## src/rtl/keypad_event_scheduler_pkg.sv

```systemverilog
`default_nettype none
// ============================================================================
// Module      : keypad_pkg
// Description : Shared types and constants for the keypad event scheduler.
// Revision    : 1.0 - initial release
// ============================================================================
package keypad_pkg;

    localparam int KEY_NUM    = 16;
    localparam int KEY_CODE_W = 4;
    localparam int REP_CNT_W  = 24;
    localparam int EVT_W      = KEY_CODE_W + 1;

    typedef struct packed {
        logic                  rpt;
        logic [KEY_CODE_W-1:0] code;
    } evt_t;

    typedef enum logic [1:0] {
        REP_IDLE  = 2'd0,
        REP_DELAY = 2'd1,
        REP_RUN   = 2'd2
    } rep_state_e;

    // Returns {found, index} of the first set request at or after start,
    // wrapping from the top key back to key 0.
    function automatic logic [KEY_CODE_W:0] rr_search(
        input logic [KEY_NUM-1:0]    req,
        input logic [KEY_CODE_W-1:0] start
    );
        logic [KEY_CODE_W:0]   res;
        logic [KEY_CODE_W-1:0] idx;
        res = '0;
        for (int k = KEY_NUM - 1; k >= 0; k--) begin
            idx = start + KEY_CODE_W'(k);
            if (req[idx]) begin
                res = {1'b1, idx};
            end
        end
        return res;
    endfunction

endpackage
`default_nettype wire

```

## src/rtl/keypad_event_scheduler_if.sv

```systemverilog
`default_nettype none
// ============================================================================
// Module      : keypad_event_scheduler_if
// Description : Valid/ready key-event stream from scheduler to consumer.
// Revision    : 1.0 - initial release
// ============================================================================
interface keypad_event_scheduler_if;
    import keypad_pkg::*;

    logic                  evt_valid;
    logic                  evt_ready;
    logic [KEY_CODE_W-1:0] evt_code;
    logic                  evt_repeat;

    modport master (
        output evt_valid,
        output evt_code,
        output evt_repeat,
        input  evt_ready
    );

    modport slave (
        input  evt_valid,
        input  evt_code,
        input  evt_repeat,
        output evt_ready
    );

endinterface
`default_nettype wire

```

## src/rtl/keypad_evt_fifo.sv

```systemverilog
`default_nettype none
// ============================================================================
// Module      : keypad_evt_fifo
// Description : Synchronous event FIFO, power-of-two depth, no bypass path.
// Revision    : 1.0 - initial release
// ============================================================================
module keypad_evt_fifo
    import keypad_pkg::*;
#(
    parameter int DEPTH = 4,
    parameter int WIDTH = EVT_W
)
(
    input  logic             clk,
    input  logic             rst_n,
    input  logic             push,
    input  logic [WIDTH-1:0] push_data,
    input  logic             pop,
    output logic             full,
    output logic             empty,
    output logic [WIDTH-1:0] head
);

    localparam int             c_aw   = (DEPTH > 1) ? $clog2(DEPTH) : 1;
    localparam logic [c_aw:0]  c_full = (c_aw + 1)'(DEPTH);

    logic [WIDTH-1:0] r_mem [DEPTH];
    logic [c_aw-1:0]  r_wr_ptr;
    logic [c_aw-1:0]  r_rd_ptr;
    logic [c_aw:0]    r_count;

    logic w_do_push;
    logic w_do_pop;

    assign full  = (r_count == c_full);
    assign empty = (r_count == '0);
    assign head  = r_mem[r_rd_ptr];

    // A push into a full FIFO is accepted only when the head leaves the same cycle.
    assign w_do_push = push && (!full || pop);
    assign w_do_pop  = pop && !empty;

    always_ff @(posedge clk or negedge rst_n) begin
        if (!rst_n) begin
            for (int i = 0; i < DEPTH; i++) begin
                r_mem[i] <= '0;
            end
            r_wr_ptr <= '0;
            r_rd_ptr <= '0;
            r_count  <= '0;
        end else begin
            if (w_do_push) begin
                r_mem[r_wr_ptr] <= push_data;
                r_wr_ptr        <= r_wr_ptr + c_aw'(1);
            end
            if (w_do_pop) begin
                r_rd_ptr <= r_rd_ptr + c_aw'(1);
            end
            case ({w_do_push, w_do_pop})
                2'b10:   r_count <= r_count + (c_aw + 1)'(1);
                2'b01:   r_count <= r_count - (c_aw + 1)'(1);
                default: r_count <= r_count;
            endcase
        end
    end

endmodule
`default_nettype wire

```

## src/rtl/keypad_event_scheduler.sv

```systemverilog
`default_nettype none
// ============================================================================
// Module      : keypad_event_scheduler
// Description : Round-robin key-press serialiser with auto-repeat and event FIFO.
// Revision    : 1.0 - initial release
// ============================================================================
module keypad_event_scheduler
    import keypad_pkg::*;
#(
    parameter int FIFO_DEPTH   = 4,
    parameter int REPEAT_DELAY = 6_000_000,
    parameter int REPEAT_RATE  = 1_200_000
)
(
    input  logic                      clk,
    input  logic                      rst_n,
    input  logic [KEY_NUM-1:0]        key_out,
    input  logic [KEY_NUM-1:0]        key_pulse,
    keypad_event_scheduler_if.master  evt,
    output logic                      overflow,
    input  logic                      ovf_clr
);

    localparam logic [REP_CNT_W-1:0] c_delay_ld = REP_CNT_W'(REPEAT_DELAY - 1);
    localparam logic [REP_CNT_W-1:0] c_rate_ld  = REP_CNT_W'(REPEAT_RATE - 1);

    logic [KEY_NUM-1:0]    r_pend;
    logic [KEY_CODE_W-1:0] r_ptr;
    logic                  r_ovf;

    rep_state_e            r_state;
    rep_state_e            w_state_nxt;
    logic [REP_CNT_W-1:0]  r_cnt;
    logic [REP_CNT_W-1:0]  w_cnt_nxt;
    logic [KEY_CODE_W-1:0] r_rep_key;
    logic [KEY_CODE_W-1:0] w_rep_key_nxt;
    logic                  r_rep_pend;
    logic                  w_rep_pend_nxt;
    logic                  w_rep_ovf;

    logic                  w_full;
    logic                  w_empty;
    logic [EVT_W-1:0]      w_head_bits;
    evt_t                  w_head;
    evt_t                  w_push_evt;
    logic                  w_push;
    logic                  w_pop;
    logic                  w_space;

    logic [KEY_CODE_W:0]   w_rr;
    logic                  w_found;
    logic [KEY_CODE_W-1:0] w_gidx;
    logic                  w_key_grant;
    logic                  w_rep_grant;
    logic [KEY_NUM-1:0]    w_gmask;
    logic                  w_pend_ovf;

    // ------------------------------------------------------------------
    // Arbitration: fresh presses first, repeat only when no press waits
    // ------------------------------------------------------------------
    assign w_pop       = !w_empty && evt.evt_ready;
    assign w_space     = !w_full || w_pop;

    assign w_rr        = rr_search(r_pend, r_ptr);
    assign w_found     = w_rr[KEY_CODE_W];
    assign w_gidx      = w_rr[KEY_CODE_W-1:0];

    assign w_key_grant = w_found && w_space;
    assign w_rep_grant = r_rep_pend && (r_pend == '0) && w_space;
    assign w_gmask     = w_key_grant ? (KEY_NUM'(1) << w_gidx) : '0;
    assign w_push      = w_key_grant || w_rep_grant;

    // A pulse landing on a still-pending, ungranted key merges into one event.
    assign w_pend_ovf  = |(key_pulse & r_pend & ~w_gmask);

    always_comb begin
        w_push_evt = '0;
        if (w_key_grant) begin
            w_push_evt.rpt  = 1'b0;
            w_push_evt.code = w_gidx;
        end else begin
            w_push_evt.rpt  = 1'b1;
            w_push_evt.code = r_rep_key;
        end
    end

    always_ff @(posedge clk or negedge rst_n) begin
        if (!rst_n) begin
            r_pend <= '0;
            r_ptr  <= '0;
            r_ovf  <= 1'b0;
        end else begin
            r_pend <= (r_pend & ~w_gmask) | key_pulse;
            if (w_key_grant) begin
                r_ptr <= w_gidx + KEY_CODE_W'(1);
            end
            if (w_pend_ovf || w_rep_ovf) begin
                r_ovf <= 1'b1;
            end else if (ovf_clr) begin
                r_ovf <= 1'b0;
            end
        end
    end

    // ------------------------------------------------------------------
    // Auto-repeat FSM
    // ------------------------------------------------------------------
    always_ff @(posedge clk or negedge rst_n) begin
        if (!rst_n) begin
            r_state    <= REP_IDLE;
            r_cnt      <= '0;
            r_rep_key  <= '0;
            r_rep_pend <= 1'b0;
        end else begin
            r_state    <= w_state_nxt;
            r_cnt      <= w_cnt_nxt;
            r_rep_key  <= w_rep_key_nxt;
            r_rep_pend <= w_rep_pend_nxt;
        end
    end

    always_comb begin
        w_state_nxt    = r_state;
        w_cnt_nxt      = r_cnt;
        w_rep_key_nxt  = r_rep_key;
        w_rep_pend_nxt = r_rep_pend && !w_rep_grant;
        w_rep_ovf      = 1'b0;

        if (w_key_grant) begin
            // Every fresh press retargets the repeater, even mid-run.
            w_rep_key_nxt  = w_gidx;
            w_cnt_nxt      = c_delay_ld;
            w_state_nxt    = REP_DELAY;
            w_rep_pend_nxt = 1'b0;
        end else begin
            case (r_state)
                REP_DELAY, REP_RUN: begin
                    if (key_out[r_rep_key]) begin
                        w_state_nxt    = REP_IDLE;
                        w_rep_pend_nxt = 1'b0;
                    end else if (r_cnt == '0) begin
                        if (r_rep_pend && !w_rep_grant) begin
                            w_rep_ovf = 1'b1;
                        end
                        w_rep_pend_nxt = 1'b1;
                        w_cnt_nxt      = c_rate_ld;
                        w_state_nxt    = REP_RUN;
                    end else begin
                        w_cnt_nxt = r_cnt - REP_CNT_W'(1);
                    end
                end
                default: begin
                    w_state_nxt = REP_IDLE;
                end
            endcase
        end
    end

    // ------------------------------------------------------------------
    // Event queue
    // ------------------------------------------------------------------
    keypad_evt_fifo #(
        .DEPTH (FIFO_DEPTH),
        .WIDTH (EVT_W)
    ) u_fifo (
        .clk       (clk),
        .rst_n     (rst_n),
        .push      (w_push),
        .push_data (w_push_evt),
        .pop       (w_pop),
        .full      (w_full),
        .empty     (w_empty),
        .head      (w_head_bits)
    );

    assign w_head         = evt_t'(w_head_bits);
    assign evt.evt_valid  = !w_empty;
    assign evt.evt_code   = w_head.code;
    assign evt.evt_repeat = w_head.rpt;
    assign overflow       = r_ovf;

endmodule
`default_nettype wire
```

## src/flat_wrapper.sv

```systemverilog
// flat-port wrapper written by rule: the top's interface ports become plain ports
module keypad_event_scheduler_flat import keypad_pkg::*;
#(
    parameter int FIFO_DEPTH   = 4,
    parameter int REPEAT_DELAY = 6_000_000,
    parameter int REPEAT_RATE  = 1_200_000
)
  (clk, rst_n, key_out, key_pulse, overflow, ovf_clr, evt_evt_valid, evt_evt_code, evt_evt_repeat, evt_evt_ready);
  keypad_event_scheduler_if evt_i ();
  input  logic clk;
  input  logic rst_n;
  input  logic [KEY_NUM-1:0] key_out;
  input  logic [KEY_NUM-1:0] key_pulse;
  output logic overflow;
  input  logic ovf_clr;
  output wire logic [$bits(evt_i.evt_valid)-1:0] evt_evt_valid;
  output wire logic [$bits(evt_i.evt_code)-1:0] evt_evt_code;
  output wire logic [$bits(evt_i.evt_repeat)-1:0] evt_evt_repeat;
  input wire logic [$bits(evt_i.evt_ready)-1:0] evt_evt_ready;
  assign evt_evt_valid = evt_i.evt_valid;
  assign evt_evt_code = evt_i.evt_code;
  assign evt_evt_repeat = evt_i.evt_repeat;
  assign evt_i.evt_ready = evt_evt_ready;
  keypad_event_scheduler #(.FIFO_DEPTH(FIFO_DEPTH), .REPEAT_DELAY(REPEAT_DELAY), .REPEAT_RATE(REPEAT_RATE)) u_core (.clk(clk), .rst_n(rst_n), .key_out(key_out), .key_pulse(key_pulse), .evt(evt_i), .overflow(overflow), .ovf_clr(ovf_clr));
endmodule
```

## config.mk

```make
export PLATFORM = sky130hd
export DESIGN_NAME = keypad_event_scheduler_flat
export DESIGN_NICKNAME = d
export VERILOG_FILES = /design/src/rtl/keypad_event_scheduler_pkg.sv /design/src/rtl/keypad_event_scheduler_if.sv /design/src/rtl/keypad_evt_fifo.sv /design/src/rtl/keypad_event_scheduler.sv /design/src/flat_wrapper.sv
export SDC_FILE = /design/constraint.sdc
export NUM_CORES = 1
export LEC_CHECK = 0
export ABC_CLOCK_PERIOD_IN_PS = 8100
export CAP_MARGIN = 20
export CORE_AREA = 2 2 109 111
export DETAILED_ROUTE_END_ITERATION = 10
export DIE_AREA = 0 0 111 113
export GPL_ROUTABILITY_DRIVEN = 0
export PLACE_DENSITY = 0.8
export SLEW_MARGIN = 20
export SYNTH_ARGS = -nofsm -noshare
export SYNTH_HDL_FRONTEND = slang
export SYNTH_SLANG_ARGS = --single-unit
```

## constraint.sdc

```tcl
create_clock -name clk -period 8.1 [get_ports clk]
set_clock_uncertainty 0.2 [all_clocks]
set_input_delay 2.025 -clock clk [delete_from_list [all_inputs] [get_ports clk]]
set_output_delay 2.025 -clock clk [all_outputs]
set_load 0.03 [all_outputs]
```

==> results of run 1 <==
[kinds of logic after synthesis]
| family | synth area share |
|---|---|
| AO/OA/AOI/OAI | 0.162 |
| XOR/XNOR | 0.0418 |
| multiplexers | 0.239 |
| AND/OR/NAND/NOR | 0.185 |
| buffers and inverters | 0.0461 |
| flip-flops | 0.295 |
| adder cells (fa/ha/maj) | 0.0310 |
[layout make-up]
cell class,instances,area (um2)
Clock buffer,9,225
Clock inverter,7,56.3
Fill cell,860,3880
Inverter,23,86.3
Multi-Input combinational cell,561,4420
Sequential cell,79,1980
Tap cell,143,179
Timing Repair Buffer,46,448
[power groups by stage]
stage | registers [mW] | logic (mW) | clock network, mW
after global placement | 0.691 | 2.31 | 0
after CTS | 0.693 | 2.40 | 0.387
final | 0.702 | 2.47 | 0.382
after global routing | 0.721 | 2.64 | 0.400
after floorplan | 0.574 | 1.93 | 0
after detailed placement | 0.700 | 2.38 | 0
[state kept, by name, indices dropped and copies added (netlist names)]
signal	count
u_core.r_rep_pend	1
u_core.u_fifo.r_wr_ptr	2
u_core.r_rep_key	4
u_core.r_state	2
u_core.u_fifo.r_mem	20
u_core.overflow	1
u_core.r_pend	16
u_core.u_fifo.r_count	3
u_core.r_ptr	4
u_core.r_cnt	24
u_core.u_fifo.r_rd_ptr	2
[cells in the mapped netlist, types with 8 or more instances]
cell type  number  area [um2]
dfrtp_1        79        1980
nand2_1        69         259
nor2_1         54         203
o21ai_0        43         215
mux2_2         37         417
a21oi_1        34         170
mux4_2         33         743
clkbuf_1       31         116
mux2i_1        26         260
inv_1          21        78.8
nor3_1         21         105
xnor2_1        21         184
nand3_1        16        80.1
ha_1           15         188
nor4_1         13        81.3
xor2_1         11        96.3
and2_1         10        62.6
nand2b_1       10        62.6
buf_2           9        45.0
or2_2           8        50.1
[routing by layer]
layer  vias up  part of all wire  GRT usage
li1       2689                 -          -
met1      2870              0.41      0.428
met2       406              0.45      0.476
met3        73              0.10     0.0557
met4         0             0.038      0.129
met5         -                 0          0
[worst max-delay path by stage]
stage	start	to	slack (ns)
floorplan	u_core.r_ptr[1]	u_core.u_fifo.r_count[2]	2.37
global placement	u_core.r_ptr[1]	u_core.overflow	1.82
detailed placement	u_core.r_ptr[1]	u_core.overflow	1.48
CTS	u_core.r_ptr[1]	u_core.overflow	1.44
global route	u_core.r_ptr[1]	u_core.overflow	1.02
finish	u_core.r_ptr[1]	u_core.overflow	1.25
[worst register-to-register path: stages, from the launching register on]
cell and delay, ns:
dfrtp_1 0.87, clkinv_1 0.55, ha_1 0.90, mux4_2 0.62, mux2i_1 0.41, mux2i_1 0.30, or3_1 0.41, a2111o_1 0.36
o211a_1 0.13, o211a_1 0.37, nor2_1 0.23, ha_1 0.24, a21oi_1 0.10, a21o_1 0.19, a211oi_1 0.25, o2111ai_1 0.15
or4_1 0.42
[cell usage in the layout, fill, tap and decap left out, drive strengths merged, types with 5 or more instances in the layout]
cell type	Yosys	final
a211oi	7	7
a21o	7	7
a21oi	34	34
a31oi	6	6
and2	13	13
and3	6	6
buf	17	5
clkbuf	31	9
clkdlybuf4s50	0	41
dfrtp	79	79
ha	15	15
inv	22	24
mux2	39	39
mux2i	26	26
mux4	39	39
nand2	69	69
nand2b	10	10
nand3	16	16
nand4	7	7
nor2	54	54
nor2b	7	7
nor3	21	21
nor4	13	13
o211ai	5	5
o21ai	44	44
o221ai	5	5
o311ai	5	5
or2	10	10
or3	6	6
or4	6	6
xnor2	21	21
xor2	11	11
==> results.sh, run 1 <==
export IMPL_io_pins=43
export IMPL_dr_pass1_iters=6
export IMPL_vias=6038
export IMPL_grt_pass1_wl_um=30800
export IMPL_yosysSeqAreaShare=0.295
export IMPL_layoutNonFillerInstCount=868
export IMPL_power_internal_mw=1.72
export IMPL_worst_setup_path_end_kind="register"
export IMPL_routed_wl_um=18700
export IMPL_grt_max_degree=80
export IMPL_io_buffers=42
export IMPL_path_buf_inv=1
export IMPL_fin_tns_setup_ns=0
export IMPL_setup_violations=0
export IMPL_post_cts_buffers=0
export IMPL_row_count=39
export IMPL_critPathKind="register to register"
export IMPL_cts_sinks=79
export IMPL_design_area_um2=7390
export IMPL_power_density_nw_per_um2=480
export IMPL_clock_path_buffers=2
export IMPL_synth_area_per_cell_um2=9.43
export IMPL_swShare=0.517
export IMPL_cp_data_required_time_ns=8.11
export IMPL_hold_violations=0
export IMPL_cts_buffers_inserted=9
export IMPL_die_area_um2=12500
export IMPL_hold_path_class="register to register"
export IMPL_synth_edf_count=0
export IMPL_drc=0
export IMPL_core_area_um2=11300
export IMPL_synthArstFlopShare=1.00
export IMPL_critPathSlowestCell="ha_1"
export IMPL_path_clk_slew_ns=0.06
export IMPL_hold_buffers=0
export IMPL_rr_worst_depth=16
export IMPL_synth_fp_nets=763
export IMPL_max_freq_mhz=146
export IMPL_worst_endpoint_arrival_ns=6.86
export IMPL_tritoncts="built"
export IMPL_wl_per_cell_um=21.6
export IMPL_area_growth_pct=10.3
export IMPL_period_share=0.846
export IMPL_grt_setup_unrepaired="false"
export IMPL_insertion_delay_ns=0.35
export IMPL_fin_util=0.656
export IMPL_dp_cells=852
export IMPL_r2r_setup_slack_ns=1.25
export IMPL_peakVddDrop_uv=340
export IMPL_crit_reg2reg_launch="u_core.r_ptr[1]"
export IMPL_max_cap_viol_count=0
export IMPL_power_leakage_nw=2.66
export IMPL_grt_usage=0.307
export IMPL_finalMaxSlewViolations=0
export IMPL_ctsResizeCount=0
export IMPL_grt_overflow_total=0
export IMPL_postSynthCellCount=711
export IMPL_combinationalPowerShare=0.695
export IMPL_slowest_delay_ns=0.89
export IMPL_drt_first_iter_violations=763
export IMPL_min_from="u_core.u_fifo.r_mem[0]"
export IMPL_cts_htree_levels=3
export IMPL_clock_tree_root_cell="clkbuf_16"
export IMPL_drive_gt1_frac=0.156
export IMPL_power_share_sequential=0.198
export IMPL_synth_cell_types=82
export IMPL_n_antenna_cell=0
export IMPL_path_delay_family="compound AO/OA/AOI/OAI gates"
export IMPL_fin_nets=772
export IMPL_preCtsSetupSlack_ns=1.48
export IMPL_place_area_um2=7110
export IMPL_finalWorstPathRequiredPeriod_ns=6.85
export IMPL_worst_pin_slew_ns=0.976
export IMPL_syn_area_um2=6700
export IMPL_status="completed"
export IMPL_routed_via_density=6.96
export IMPL_cp_depth=16
export IMPL_yosysWarningCount=0
export IMPL_p_sw_mw=1.83
export IMPL_ant_nets=0
export IMPL_die_height_um=113
export IMPL_clkPwrFrac=0.107
export IMPL_crit_chain="clkinv_1 > ha_1 > mux4_2 > mux2i_1 > mux2i_1 > or3_1 > a2111o_1 > o211a_1 > o211a_1 > nor2_1 > ha_1 > a21oi_1 > a21o_1 > a211oi_1 > o2111ai_1 > or4_1"
export IMPL_start_util=0.595
export IMPL_power_mw=3.55
export IMPL_startpoint_type="register"
export IMPL_ys_ff_latch=79
export IMPL_fin_ws_ns=1.25
export IMPL_path_max_fanout=25
export IMPL_grt_pass1_vias=5855
export IMPL_regToRegEndpoint="u_core.overflow"
export IMPL_maxSlewHeadroom=0.349
export IMPL_die_width_um=111
export IMPL_whs_path_depth=2
export IMPL_antenna_found_initial=0
export IMPL_min_to="u_core.u_fifo.r_mem[0]"
export IMPL_synthFlopType="dfrtp_1"
export IMPL_detailed_place_hpwl_um=13700
export IMPL_whs_ns=0.282
No activity file was read; power rests on OpenSTA's default activity.
==> run 2: changes to the inputs <==
- ABC_CLOCK_PERIOD_IN_PS: 8100 -> 6100
- CORE_AREA: 2 2 109 111 -> 2 2 114 116
- DIE_AREA: 0 0 111 113 -> 0 0 116 118
- PLACE_DENSITY: 0.8 -> 0.77
- clock period: 8.1 -> 6.1 ns (I/O delays scaled with it)
==> results.sh, run 2 (synthesis results as in run 1) <==
export IMPL_status="completed"
export IMPL_grt_pass1_wl_um=32000
export IMPL_reg_top3="u_core.r_cnt: 24 flops, u_core.u_fifo.r_mem: 20 flops, u_core.r_pend: 16 flops"
export IMPL_startpoint_type="register"
export IMPL_routed_wl_um=19400
export IMPL_drc=0
export IMPL_n_antenna_cell=0
export IMPL_crit_reg2reg_launch="u_core.r_ptr[0]"
export IMPL_hold_buffers=0
export IMPL_setup_violations=0
export IMPL_routed_via_density=6.83
export IMPL_antenna_found_initial=0
export IMPL_cts_buffers_inserted=9
export IMPL_vias=6158
export IMPL_clock_path_buffers=2
export IMPL_worst_pin_slew_ns=1.06
export IMPL_num_fill_cells=1023
export IMPL_die_width_um=116
export IMPL_layoutNonFillerInstCount=902
export IMPL_ant_nets=0
export IMPL_insertion_delay_ns=0.34
export IMPL_path_max_fanout=42
export IMPL_min_from="u_core.u_fifo.r_count[2]"
export IMPL_grt_usage=0.297
export IMPL_layout_common_cells="dfrtp_1, nand2_1, nor2_1"
export IMPL_hold_path_class="register to register"
export IMPL_finalWorstPathRequiredPeriod_ns=5.69
export IMPL_cts_sinks=79
export IMPL_fin_tns_setup_ns=0
export IMPL_power_density_nw_per_um2=646
export IMPL_dr_pass1_iters=7
export IMPL_mostFrequentLayoutCell="dfrtp_1"
export IMPL_path_clk_slew_ns=0.07
export IMPL_cp_data_required_time_ns=6.12
export IMPL_finalMaxSlewViolations=0
export IMPL_largest_reg_flops=24
export IMPL_drt_first_iter_violations=652
export IMPL_grt_pass1_vias=6201
export IMPL_row_count=41
export IMPL_core_area_um2=12400
export IMPL_wl_per_cell_um=21.5
export IMPL_critPathKind="register to register"
export IMPL_fin_nets=777
export IMPL_dp_cells=886
export IMPL_area_growth_pct=11.8
export IMPL_fin_util=0.604
export IMPL_max_flop_register="u_core.r_cnt"
export IMPL_power_leakage_nw=2.70
export IMPL_worst_setup_path_end_kind="register"
export IMPL_ctsResizeCount=0
export IMPL_max_cap_viol_count=0
export IMPL_clock_tree_root_cell="clkbuf_16"
export IMPL_worst_endpoint_arrival_ns=5.71
export IMPL_grt_overflow_total=0
export IMPL_die_area_um2=13700
export IMPL_peakVddDrop_uv=362
export IMPL_maxSlewHeadroom=0.294
export IMPL_io_buffers=42
export IMPL_startpoint="u_core.r_ptr[0]"
export IMPL_die_height_um=118
export IMPL_hold_violations=0
export IMPL_period_share=0.933
export IMPL_max_freq_mhz=176
export IMPL_start_util=0.540
export IMPL_drive_gt1_frac=0.162
export IMPL_io_pins=43
export IMPL_cts_htree_levels=3
export IMPL_grt_setup_unrepaired="false"
export IMPL_tritoncts="built"
export IMPL_grt_max_degree=80
export IMPL_detailed_place_hpwl_um=14100
export IMPL_post_cts_buffers=0
## run 2: path summary, 6_finish.rpt
| kind | endpoint | slack [ns] | cells past startpoint |
|---|---|---|---|
| setup / recovery | u_core.overflow | 0.41 | 13 |
| hold / removal | u_core.u_fifo.r_count[2] | 0.28 | 1 |
| setup reg to reg | u_core.overflow | 0.41 | 13 |
| hold reg to reg | u_core.u_fifo.r_count[2] | 0.28 | 1 |
| max in group asynchronous | u_core.r_cnt[11] | 4.19 | 1 |
| min in group asynchronous | u_core.r_pend[5] | 1.01 | 1 |
## run 2: area by class of cell
class,instances,area [um2],area share
flip-flops and latches,79,1980,0.264
clock inverters,7,78.8,0.0105
clock buffers,9,225,0.0301
repair buffers,51,489,0.0653
well taps,172,215,0.0287
inverters,23,86.3,0.0115
multi-input cells,561,4420,0.590
## run 2: power breakdown
part,internal [mW],switching [mW]
Combinational,1.35,1.97
Clock,0.322,0.237
Sequential,0.682,0.286
Total,2.35,2.49
## run 2: per-layer routing
metal	GRT usage	up-vias	routed length, um
met3	0.0767	103	1900
met2	0.445	385	8900
met4	0.137	0	892
met5	0	-	0
met1	0.403	2973	7680
li1	-	2697	-
## run 2: worst max-delay path: stages, from the launching register on
cell and delay [ns]:
dfrtp_1 0.36, buf_4 0.46, ha_1 0.32, xor2_1 0.51, mux2i_1 0.52, mux2_2 0.34, nand2_1 0.14, a2111oi_0 0.66
o221ai_1 0.41, a21oi_1 0.46, nand2_1 0.17, o21ai_0 0.33, o2bb2ai_1 0.17, or4_1 0.51
## run 2: through the flow
stage / cell area [um2] / setup slack, ns / total power, mW / hold slack, ns
2_1_floorplan: 6700 / 0.374 / 3.33 / 0.243
3_3_place_gp: 7190 / 0.959 / 4.03 / 0.259
3_5_place_dp: 7190 / 0.794 / 4.14 / 0.271
4_1_cts: 7490 / 0.766 / 4.72 / 0.284
5_1_grt: 7490 / 0.137 / 5.11 / 0.301
6_report: 7490 / 0.406 / 4.84 / 0.281
